### config.mk
export PLATFORM = sky130hd
export DESIGN_NAME = fir_filter_prog_flat
export DESIGN_NICKNAME = d
export VERILOG_FILES = /design/src/rtl/fir_filter_prog_if.sv /design/src/rtl/fir_filter_prog.sv /design/src/flat_wrapper.sv
export SDC_FILE = /design/constraint.sdc
export NUM_CORES = 1
export LEC_CHECK = 0
export ABC_CLOCK_PERIOD_IN_PS = 6570
export CAP_MARGIN = 20
export CORE_MARGIN = 4
export CORE_UTILIZATION = 59
export CTS_CLUSTER_DIAMETER = 100
export DETAILED_ROUTE_END_ITERATION = 12
export PLACE_DENSITY = 0.82
export SLEW_MARGIN = 10
export SYNTH_ARGS = -nofsm -noshare
export SYNTH_HDL_FRONTEND = slang
export SYNTH_SLANG_ARGS = --single-unit
### constraint.sdc
create_clock -name clk -period 6.57 [get_ports clk]
set_clock_uncertainty 0.1 [all_clocks]
set_input_delay 1.314 -clock clk [delete_from_list [all_inputs] [get_ports clk]]
set_output_delay 1.314 -clock clk [all_outputs]
set_load 0.03 [all_outputs]
### src/rtl/fir_filter_prog_if.sv
// Stream + coefficient-port bundle for fir_filter_prog.
// Master drives samples/coefficients and consumes results; slave is the filter.
interface fir_filter_prog_if #(
    parameter int COEF_WIDTH     = 3,
    parameter int DATA_IN_WIDTH  = 8,
    parameter int DATA_OUT_WIDTH = 19,
    parameter int ADDR_W         = 2
);
    logic                             coef_wr_en;
    logic        [ADDR_W-1:0]         coef_addr;
    logic signed [COEF_WIDTH-1:0]     coef_wdata;
    logic                             in_valid;
    logic                             in_ready;
    logic signed [DATA_IN_WIDTH-1:0]  data_in;
    logic                             out_valid;
    logic                             out_ready;
    logic signed [DATA_OUT_WIDTH-1:0] data_out;
    logic                             sat_flag;

    modport master (
        output coef_wr_en, coef_addr, coef_wdata, in_valid, data_in, out_ready,
        input  in_ready, out_valid, data_out, sat_flag
    );

    modport slave (
        input  coef_wr_en, coef_addr, coef_wdata, in_valid, data_in, out_ready,
        output in_ready, out_valid, data_out, sat_flag
    );
endinterface

### src/rtl/fir_filter_prog.sv
// Programmable signed FIR with valid/ready streams, a one-deep output slot,
// round-half-up output shift and saturation.
module fir_filter_prog #(
    parameter int NUM_TAPS       = 3,
    parameter int COEF_WIDTH     = 3,
    parameter int DATA_IN_WIDTH  = 8,
    parameter int DATA_OUT_WIDTH = 19,
    parameter int OUT_SHIFT      = 0
) (
    input logic              clk,
    input logic              rst_n,
    input logic              clk_en,
    fir_filter_prog_if.slave bus
);
    localparam int AW    = (NUM_TAPS > 1) ? $clog2(NUM_TAPS) : 1;
    localparam int PW    = DATA_IN_WIDTH + COEF_WIDTH;
    localparam int ACC_W = PW + $clog2(NUM_TAPS);
    // Post-processing width: room for the rounding carry and for the output range.
    localparam int SW    = ((ACC_W + 1 > DATA_OUT_WIDTH) ? ACC_W + 1 : DATA_OUT_WIDTH) + 1;
    localparam logic signed [SW-1:0] RND   = SW'((SW'(1) << OUT_SHIFT) >> 1);
    localparam logic signed [SW-1:0] MAX_V = (SW'(1) << (DATA_OUT_WIDTH - 1)) - SW'(1);
    localparam logic signed [SW-1:0] MIN_V = ~MAX_V;

    logic [NUM_TAPS-1:0][DATA_IN_WIDTH-1:0] x_q, x_new;
    logic [NUM_TAPS-1:0][COEF_WIDTH-1:0]    c_q;
    logic [NUM_TAPS-1:0][PW-1:0]            prod;
    logic signed [ACC_W-1:0]                acc;
    logic signed [SW-1:0]                   acc_x, rnd, shd;
    logic signed [DATA_OUT_WIDTH-1:0]       y_sat, data_out_q;
    logic                                   y_clip, sat_q, out_valid_q, accept;

    assign bus.in_ready  = rst_n && clk_en && (!out_valid_q || bus.out_ready);
    assign bus.out_valid = out_valid_q;
    assign bus.data_out  = data_out_q;
    assign bus.sat_flag  = sat_q;
    assign accept        = bus.in_valid && bus.in_ready;

    // Result is formed from the line as it will look after this accept.
    always_comb begin
        x_new[0] = bus.data_in;
        for (int k = 1; k < NUM_TAPS; k++) x_new[k] = x_q[k-1];
    end

    for (genvar k = 0; k < NUM_TAPS; k++) begin : g_tap
        assign prod[k] = PW'($signed(x_new[k])) * PW'($signed(c_q[k]));
    end

    always_comb begin
        acc = '0;
        for (int k = 0; k < NUM_TAPS; k++) acc = acc + ACC_W'($signed(prod[k]));
    end

    always_comb begin
        acc_x  = SW'(acc);
        rnd    = acc_x + RND;
        shd    = rnd >>> OUT_SHIFT;
        y_clip = 1'b0;
        y_sat  = shd[DATA_OUT_WIDTH-1:0];
        if (shd > MAX_V) begin
            y_sat  = MAX_V[DATA_OUT_WIDTH-1:0];
            y_clip = 1'b1;
        end else if (shd < MIN_V) begin
            y_sat  = MIN_V[DATA_OUT_WIDTH-1:0];
            y_clip = 1'b1;
        end
    end

    always_ff @(posedge clk) begin
        if (!rst_n) begin
            x_q         <= '0;
            c_q         <= '0;
            out_valid_q <= 1'b0;
            data_out_q  <= '0;
            sat_q       <= 1'b0;
        end else if (clk_en) begin
            // Out-of-range addresses match no tap and are dropped.
            if (bus.coef_wr_en)
                for (int k = 0; k < NUM_TAPS; k++)
                    if (bus.coef_addr == AW'(k)) c_q[k] <= bus.coef_wdata;
            if (accept) begin
                x_q         <= x_new;
                out_valid_q <= 1'b1;
                data_out_q  <= y_sat;
                sat_q       <= y_clip;
            end else if (out_valid_q && bus.out_ready) begin
                out_valid_q <= 1'b0;
            end
        end
    end
endmodule

### src/flat_wrapper.sv
// flat-port wrapper written by rule: the top's interface ports become plain ports
module fir_filter_prog_flat 
#(
    parameter int NUM_TAPS       = 3,
    parameter int COEF_WIDTH     = 3,
    parameter int DATA_IN_WIDTH  = 8,
    parameter int DATA_OUT_WIDTH = 19,
    parameter int OUT_SHIFT      = 0
)
  (clk, rst_n, clk_en, bus_coef_wr_en, bus_coef_addr, bus_coef_wdata, bus_in_valid, bus_data_in, bus_out_ready, bus_in_ready, bus_out_valid, bus_data_out, bus_sat_flag);
  fir_filter_prog_if #(.COEF_WIDTH(COEF_WIDTH), .DATA_IN_WIDTH(DATA_IN_WIDTH), .DATA_OUT_WIDTH(DATA_OUT_WIDTH), .ADDR_W(2)) bus_i ();
  input logic clk;
  input logic rst_n;
  input logic clk_en;
  input wire logic [$bits(bus_i.coef_wr_en)-1:0] bus_coef_wr_en;
  input wire logic [$bits(bus_i.coef_addr)-1:0] bus_coef_addr;
  input wire logic [$bits(bus_i.coef_wdata)-1:0] bus_coef_wdata;
  input wire logic [$bits(bus_i.in_valid)-1:0] bus_in_valid;
  input wire logic [$bits(bus_i.data_in)-1:0] bus_data_in;
  input wire logic [$bits(bus_i.out_ready)-1:0] bus_out_ready;
  output wire logic [$bits(bus_i.in_ready)-1:0] bus_in_ready;
  output wire logic [$bits(bus_i.out_valid)-1:0] bus_out_valid;
  output wire logic [$bits(bus_i.data_out)-1:0] bus_data_out;
  output wire logic [$bits(bus_i.sat_flag)-1:0] bus_sat_flag;
  assign bus_i.coef_wr_en = bus_coef_wr_en;
  assign bus_i.coef_addr = bus_coef_addr;
  assign bus_i.coef_wdata = bus_coef_wdata;
  assign bus_i.in_valid = bus_in_valid;
  assign bus_i.data_in = bus_data_in;
  assign bus_i.out_ready = bus_out_ready;
  assign bus_in_ready = bus_i.in_ready;
  assign bus_out_valid = bus_i.out_valid;
  assign bus_data_out = bus_i.data_out;
  assign bus_sat_flag = bus_i.sat_flag;
  fir_filter_prog #(.NUM_TAPS(NUM_TAPS), .COEF_WIDTH(COEF_WIDTH), .DATA_IN_WIDTH(DATA_IN_WIDTH), .DATA_OUT_WIDTH(DATA_OUT_WIDTH), .OUT_SHIFT(OUT_SHIFT)) u_core (.clk(clk), .rst_n(rst_n), .clk_en(clk_en), .bus(bus_i));
endmodule
==> results of run 1 <==
## metrics by stage
stage | worst slack, ns | power (W)
final | 0.686 | 0.000572
after global routing | 0.462 | 0.000598
after floorplan | 1.17 | 0.000330
after global placement | 0.551 | 0.000363
after detailed placement | 0.420 | 0.000366
after CTS | 0.731 | 0.000578
## worst register-to-register path, cell delays in order (launching register included)
cell	delay, ns
dfxtp_1	0.67
nor2b_1	0.26
fa_1	0.44
fa_1	0.53
fa_1	0.52
fa_1	0.49
ha_1	0.30
ha_1	0.36
a21oi_1	0.28
o211ai_1	0.17
a2111oi_0	0.60
or4_1	0.19
nand3_1	0.06
## metal layers
metal | track usage | wire (µm) | up-vias
met1 | 0.285 | 3680 | 1588
met2 | 0.380 | 4610 | 61
li1 | - | - | 1558
met3 | 0.0276 | 347 | 15
met4 | 0.0647 | 131 | 0
met5 | 0 | 0 | -
## state kept, by name, summed over array words and instances, names as in the netlist
register and flops:
u_core.bus.data_out 14, u_core.bus.out_valid 1, u_core.c_q 9, u_core.x_new 16
## final timing paths
check                                         endpoint  slack (ns)
worst max-delay path            u_core.bus.data_out[9]        0.69
worst min-delay path            u_core.bus.data_out[0]        0.37
worst max register to register  u_core.bus.data_out[9]        1.48
worst min register to register  u_core.bus.data_out[0]        0.37
## cells in the mapped netlist (all sizes together)
| library cell | number | area [µm²] |
|---|---|---|
| a22oi | 2 | 15.0 |
| o211a | 3 | 30.0 |
| or3 | 1 | 7.51 |
| o21ai | 12 | 60.1 |
| a2111oi | 1 | 8.76 |
| nor3b | 2 | 15.0 |
| mux2i | 4 | 40.0 |
| nor2b | 11 | 68.8 |
| inv | 51 | 191 |
| and2 | 33 | 206 |
| clkbuf | 13 | 48.8 |
| a21oi | 10 | 50.1 |
| nor3 | 2 | 10.0 |
| a21o | 1 | 7.51 |
| fa | 63 | 1260 |
| nand2b | 12 | 75.1 |
| and3 | 3 | 18.8 |
| nand4 | 4 | 25.0 |
| o211ai | 5 | 37.5 |
| o2111ai | 1 | 8.76 |
| conb | 1 | 3.75 |
| xor2 | 4 | 35.0 |
| mux2 | 1 | 11.3 |
| dfxtp | 40 | 801 |
| or4 | 1 | 7.51 |
| a21boi | 27 | 203 |
| nand2 | 74 | 278 |
| o31ai | 1 | 7.51 |
| ha | 31 | 388 |
| buf | 9 | 60.1 |
| o311ai | 1 | 8.76 |
| nand3 | 21 | 105 |
| a2111o | 2 | 22.5 |
| o21a | 1 | 7.51 |
| and4 | 1 | 8.76 |
| xnor2 | 6 | 52.6 |
| o311a | 1 | 10.0 |
| a41o | 2 | 20.0 |
| nor2 | 8 | 30.0 |
## cell families after synthesis
kind of cell | synth area share
flip-flops | 0.189
adder cells (fa/ha/maj) | 0.388
XOR/XNOR | 0.0206
multiplexers | 0.0121
other | 0.000883
buffers and inverters | 0.0707
AND/OR/NAND/NOR | 0.202
AO/OA/AOI/OAI | 0.117
## power breakdown
part	total, W	internal (W)	switching (W)
Sequential	0.000256	0.000248	0.00000785
Combinational	0.000105	0.0000463	0.0000585
Clock	0.000211	0.000115	0.0000965
## area by class of cell
cell class | instances | area share
clock buffers | 5 | 0.0144
clock inverters | 3 | 0.00969
inverters | 51 | 0.0401
multi-input cells | 353 | 0.658
flip-flops and latches | 40 | 0.168
well taps | 96 | 0.0251
repair buffers | 41 | 0.0849
==> results.json, run 1 <==
{
  "antenna_found_initial": 0,
  "multi_input_area_um2": 3140,
  "clock_path_buffers": 2,
  "mostFrequentLayoutCells": "74 x nand2_1, 63 x fa_1, 51 x inv_1, 40 x dfxtp_1, 39 x clkdlybuf4s50_1",
  "initialDrtViolationCount": 126,
  "fin_setup_tns_ns": 0,
  "grt_max_degree": 45,
  "min_period_ns": 5.88,
  "nets": 605,
  "drive_gt1_frac": 0.0243,
  "worstPathCellList": "clkdlybuf4s50_1 > nand2b_1 > fa_1 > inv_1 > fa_1 > fa_1 > fa_1 > ha_1 > ha_1 > a21oi_1 > o211ai_1 > a2111oi_0 > or4_1 > nand3_1",
  "layout_commonest_cell": "nand2_1",
  "die_area_um2": 8620,
  "die_height_um": 92.8,
  "io_pins": 41,
  "syn_nets": 579,
  "crit_slowest_cell": "a2111oi_0",
  "wire_per_inst_um": 14.9,
  "fmax_mhz": 170,
  "ir_worst_vdd_mv": 0.114,
  "r2r_start": "u_core.c_q[5]",
  "postCtsSetupBuffers": 0,
  "rows": 30,
  "diodes": 0,
  "hp-class": "reg -> reg",
  "finalSetupViolations": 0,
  "design_area_um2": 4780,
  "track_usage": 0.219,
  "grt_pass1_vias": 3329,
  "place.gp.congestion": 0.865,
  "via_count": 3222,
  "dp_cells": 581,
  "relSlewSlack": 0.312,
  "critical_path_class": "in -> reg",
  "cts_tree": "done",
  "worst_slew_pin_slew_ns": 1.03,
  "required_ns": 6.66,
  "synth_cells": 466,
  "crit_family": "adder cells",
  "synth.yosys.seq_area_share": 0.189,
  "drv_cap": 0,
  "path_buf_inv": 2,
  "ys_types": 41,
  "port_buffers": 39,
  "rsz0062_at_grt": "false",
  "ff_latch_area_um2": 801,
  "clk_latency_ns": 0.30,
  "synth_area_per_cell_um2": 9.11,
  "path_max_fanout": 5,
  "numCtsBuffers": 5,
  "grt_pass1_wl_mm": 15.2,
  "outcome": "finished clean",
  "crit_cells": 14,
  "min_path_cells": 2,
  "start_util": 0.615,
  "power_density_nw_per_um2": 120,
  "h-tree-depth": 2,
  "slowest_delay_ns": 0.60,
  "cts_sinks": 40,
  "drc_errors": 0,
  "placedInstanceArea_um2": 4660,
  "yosysWarningCount": 0,
  "vias_per_cell": 5.47,
  "whs_ns": 0.374,
  "cp-startpoint": "bus_data_in[2]",
  "r2r_cells": 12,
  "chipWidth_um": 92.8,
  "drv_slew": 0,
  "cts_hold_buffers": 0,
  "cts_root_buf": "clkbuf_8",
  "p_leak_nw": 2.24,
  "n_fill_cell": 571,
  "route.final.wire_length_mm": 8.77,
  "finalCritPeriodShare": 0.896,
  "post_cts_resized": 0,
  "area_growth_syn_to_layout_pct": 12.5,
  "crit_path_frequent_cell": "fa_1",
  "critPathArrivalTime_ns": 5.97,
  "syn_area_um2": 4250,
  "hold_viol": 0,
  "end_kind": "register",
  "ys_ff_latch": 40,
  "utilization": 0.692,
  "antenna_left": 0,
  "dr.pass1.iters": 4,
  "gr-total-overflow": 0,
  "cts.reportedPaths.clkPinSlew_ns": 0.08,
  "post-dp-hpwl_mm": 6.99,
  "core_um2": 6910,
  "fin_cells": 589,
  "hp-start": "u_core.bus.data_out[0]",
  "cp-start-kind": "primary input"
}
Note: power is estimated with default switching activity, not from simulation.
==> run 2: changes to the inputs <==
Settings changed: SLEW_MARGIN 10 to 20.
==> results of run 2 <==
Final layout, timing and power as in run 1 (identical DEF).
==> run 3: changes to the inputs <==
Settings changed: ABC_CLOCK_PERIOD_IN_PS 6570 to 5700.
Clock period 6.57 ns to 5.7 ns, I/O delays scaled along.
==> run 3 against run 2 <==
Cell area up 1.7%; first-iteration DRC count down 10%; core utilization up 1.2 points; sequential cell count unchanged.
==> results.json, run 3 (synthesized netlist as in run 1, its figures left out) <==
{
  "utilization": 0.703,
  "ir_worst_vdd_mv": 0.110,
  "clk_latency_ns": 0.30,
  "numCtsBuffers": 5,
  "min_path_cells": 2,
  "antenna_found_initial": 0,
  "vias_per_cell": 5.42,
  "min_period_ns": 5.52,
  "hp-start": "u_core.bus.data_out[0]",
  "reg2reg_to": "u_core.bus.data_out[18]",
  "initialDrtViolationCount": 113,
  "cts.reportedPaths.clkPinSlew_ns": 0.08,
  "p_leak_nw": 2.31,
  "cts_root_buf": "clkbuf_8",
  "finalSetupViolations": 0,
  "r2r_start": "u_core.c_q[5]",
  "cts_tree": "done",
  "wire_per_inst_um": 15.1,
  "finalCritPeriodShare": 0.969,
  "mostFrequentLayoutCells": "74 x nand2_1, 63 x fa_1, 51 x inv_1, 40 x dfxtp_1, 39 x clkdlybuf4s50_1",
  "r2r_cells": 12,
  "die_area_um2": 8620,
  "path_max_fanout": 4,
  "dp_cells": 596,
  "cp-start-kind": "primary input",
  "gr-total-overflow": 0,
  "route.final.wire_length_mm": 9.12,
  "drv_slew": 0,
  "fin_setup_tns_ns": 0,
  "outcome": "finished clean",
  "layout_commonest_cell": "nand2_1",
  "antenna_left": 0,
  "area_growth_syn_to_layout_pct": 14.4,
  "cts_sinks": 40,
  "place.gp.congestion": 0.867,
  "diodes": 0,
  "nets": 620,
  "dr.pass1.iters": 4,
  "hp-class": "reg -> reg",
  "core_um2": 6910,
  "critical_path_class": "in -> reg",
  "drc_errors": 0,
  "drive_gt1_frac": 0.0513,
  "drv_cap": 0,
  "worst_slew_pin_slew_ns": 1.06,
  "rsz0062_at_grt": "false",
  "largest_reg_flops": 16,
  "power_density_nw_per_um2": 127,
  "fin_cells": 603,
  "die_height_um": 92.8,
  "hold_viol": 0,
  "r2r_setup_slack_ns": 0.75,
  "grt_max_degree": 45,
  "grt_pass1_wl_mm": 15.9,
  "track_usage": 0.230,
  "start_util": 0.615,
  "hold_end": "u_core.bus.data_out[0]",
  "chipWidth_um": 92.8,
  "relSlewSlack": 0.294,
  "post-dp-hpwl_mm": 7.22,
  "fmax_mhz": 181,
  "n_fill_cell": 562,
  "end_kind": "register",
  "required_ns": 5.84,
  "clock_path_buffers": 2,
  "cts_hold_buffers": 0,
  "critPathArrivalTime_ns": 5.66,
  "h-tree-depth": 2,
  "rows": 30,
  "grt_pass1_vias": 3470,
  "whs_ns": 0.367,
  "io_pins": 41,
  "power.total_w": 0.000618,
  "port_buffers": 39,
  "via_count": 3269
}
run 3: area by class of cell:
type	count	area (µm²)	area share
multi-input combinational	353	3150	0.648
inverter	51	191	0.0394
timing repair buffer	56	518	0.107
sequential	40	801	0.165
clock buffer	5	68.8	0.0142
clock inverter	2	12.5	0.00258
tap	96	120	0.0247
run 3: critical path: stages:
cell,delay (ns)
clkdlybuf4s50_1,0.41
nand2b_1,0.17
fa_1,0.56
inv_1,0.05
fa_1,0.52
fa_1,0.45
fa_1,0.49
ha_1,0.31
ha_1,0.32
a21oi_1,0.28
a21boi_1,0.18
o211a_1,0.28
a2111o_1,0.42
nand3_1,0.08
run 3: worst max path at each step:
stage                               from                       to  cells after the start
final                     bus_data_in[2]  u_core.bus.data_out[18]                     14
after global routing      bus_data_in[2]  u_core.bus.data_out[17]                     14
after CTS                 bus_data_in[2]   u_core.bus.data_out[9]                     14
after detailed placement  bus_data_in[2]   u_core.bus.data_out[9]                     14
after global placement    bus_data_in[2]  u_core.bus.data_out[18]                     14
after floorplan           bus_data_in[2]  u_core.bus.data_out[17]                     13
run 3: what timing repair did:
action,CTS,global route
buffers inserted,0,0
endpoints found under the setup margin,0,1
gates resized for setup,0,1
run 3: stage by stage:
step,instance area (µm²),worst slack [ns]
floorplan,4250,0.475
global placement,4770,-0.0549
detailed placement,4770,-0.149
CTS,4860,0.159
global route,4860,0.00459
finish,4860,0.175
run 3: metal layers:
| metal | vias to the layer above | wire length (µm) | GRT usage |
|---|---|---|---|
| met5 | - | 0 | 0 |
| met4 | 0 | 179 | 0.0830 |
| met3 | 19 | 293 | 0.0309 |
| met2 | 59 | 4900 | 0.409 |
| met1 | 1605 | 3750 | 0.285 |
| li1 | 1586 | - | - |
run 3: report_power, final:
part / leakage, nW / switching [W] / total (W) / internal, W
Combinational: 1.94 / 0.0000701 / 0.000131 / 0.0000612
Clock: 0.0400 / 0.000108 / 0.000191 / 0.0000831
Sequential: 0.324 / 0.00000918 / 0.000295 / 0.000286
Total: 2.31 / 0.000187 / 0.000618 / 0.000430
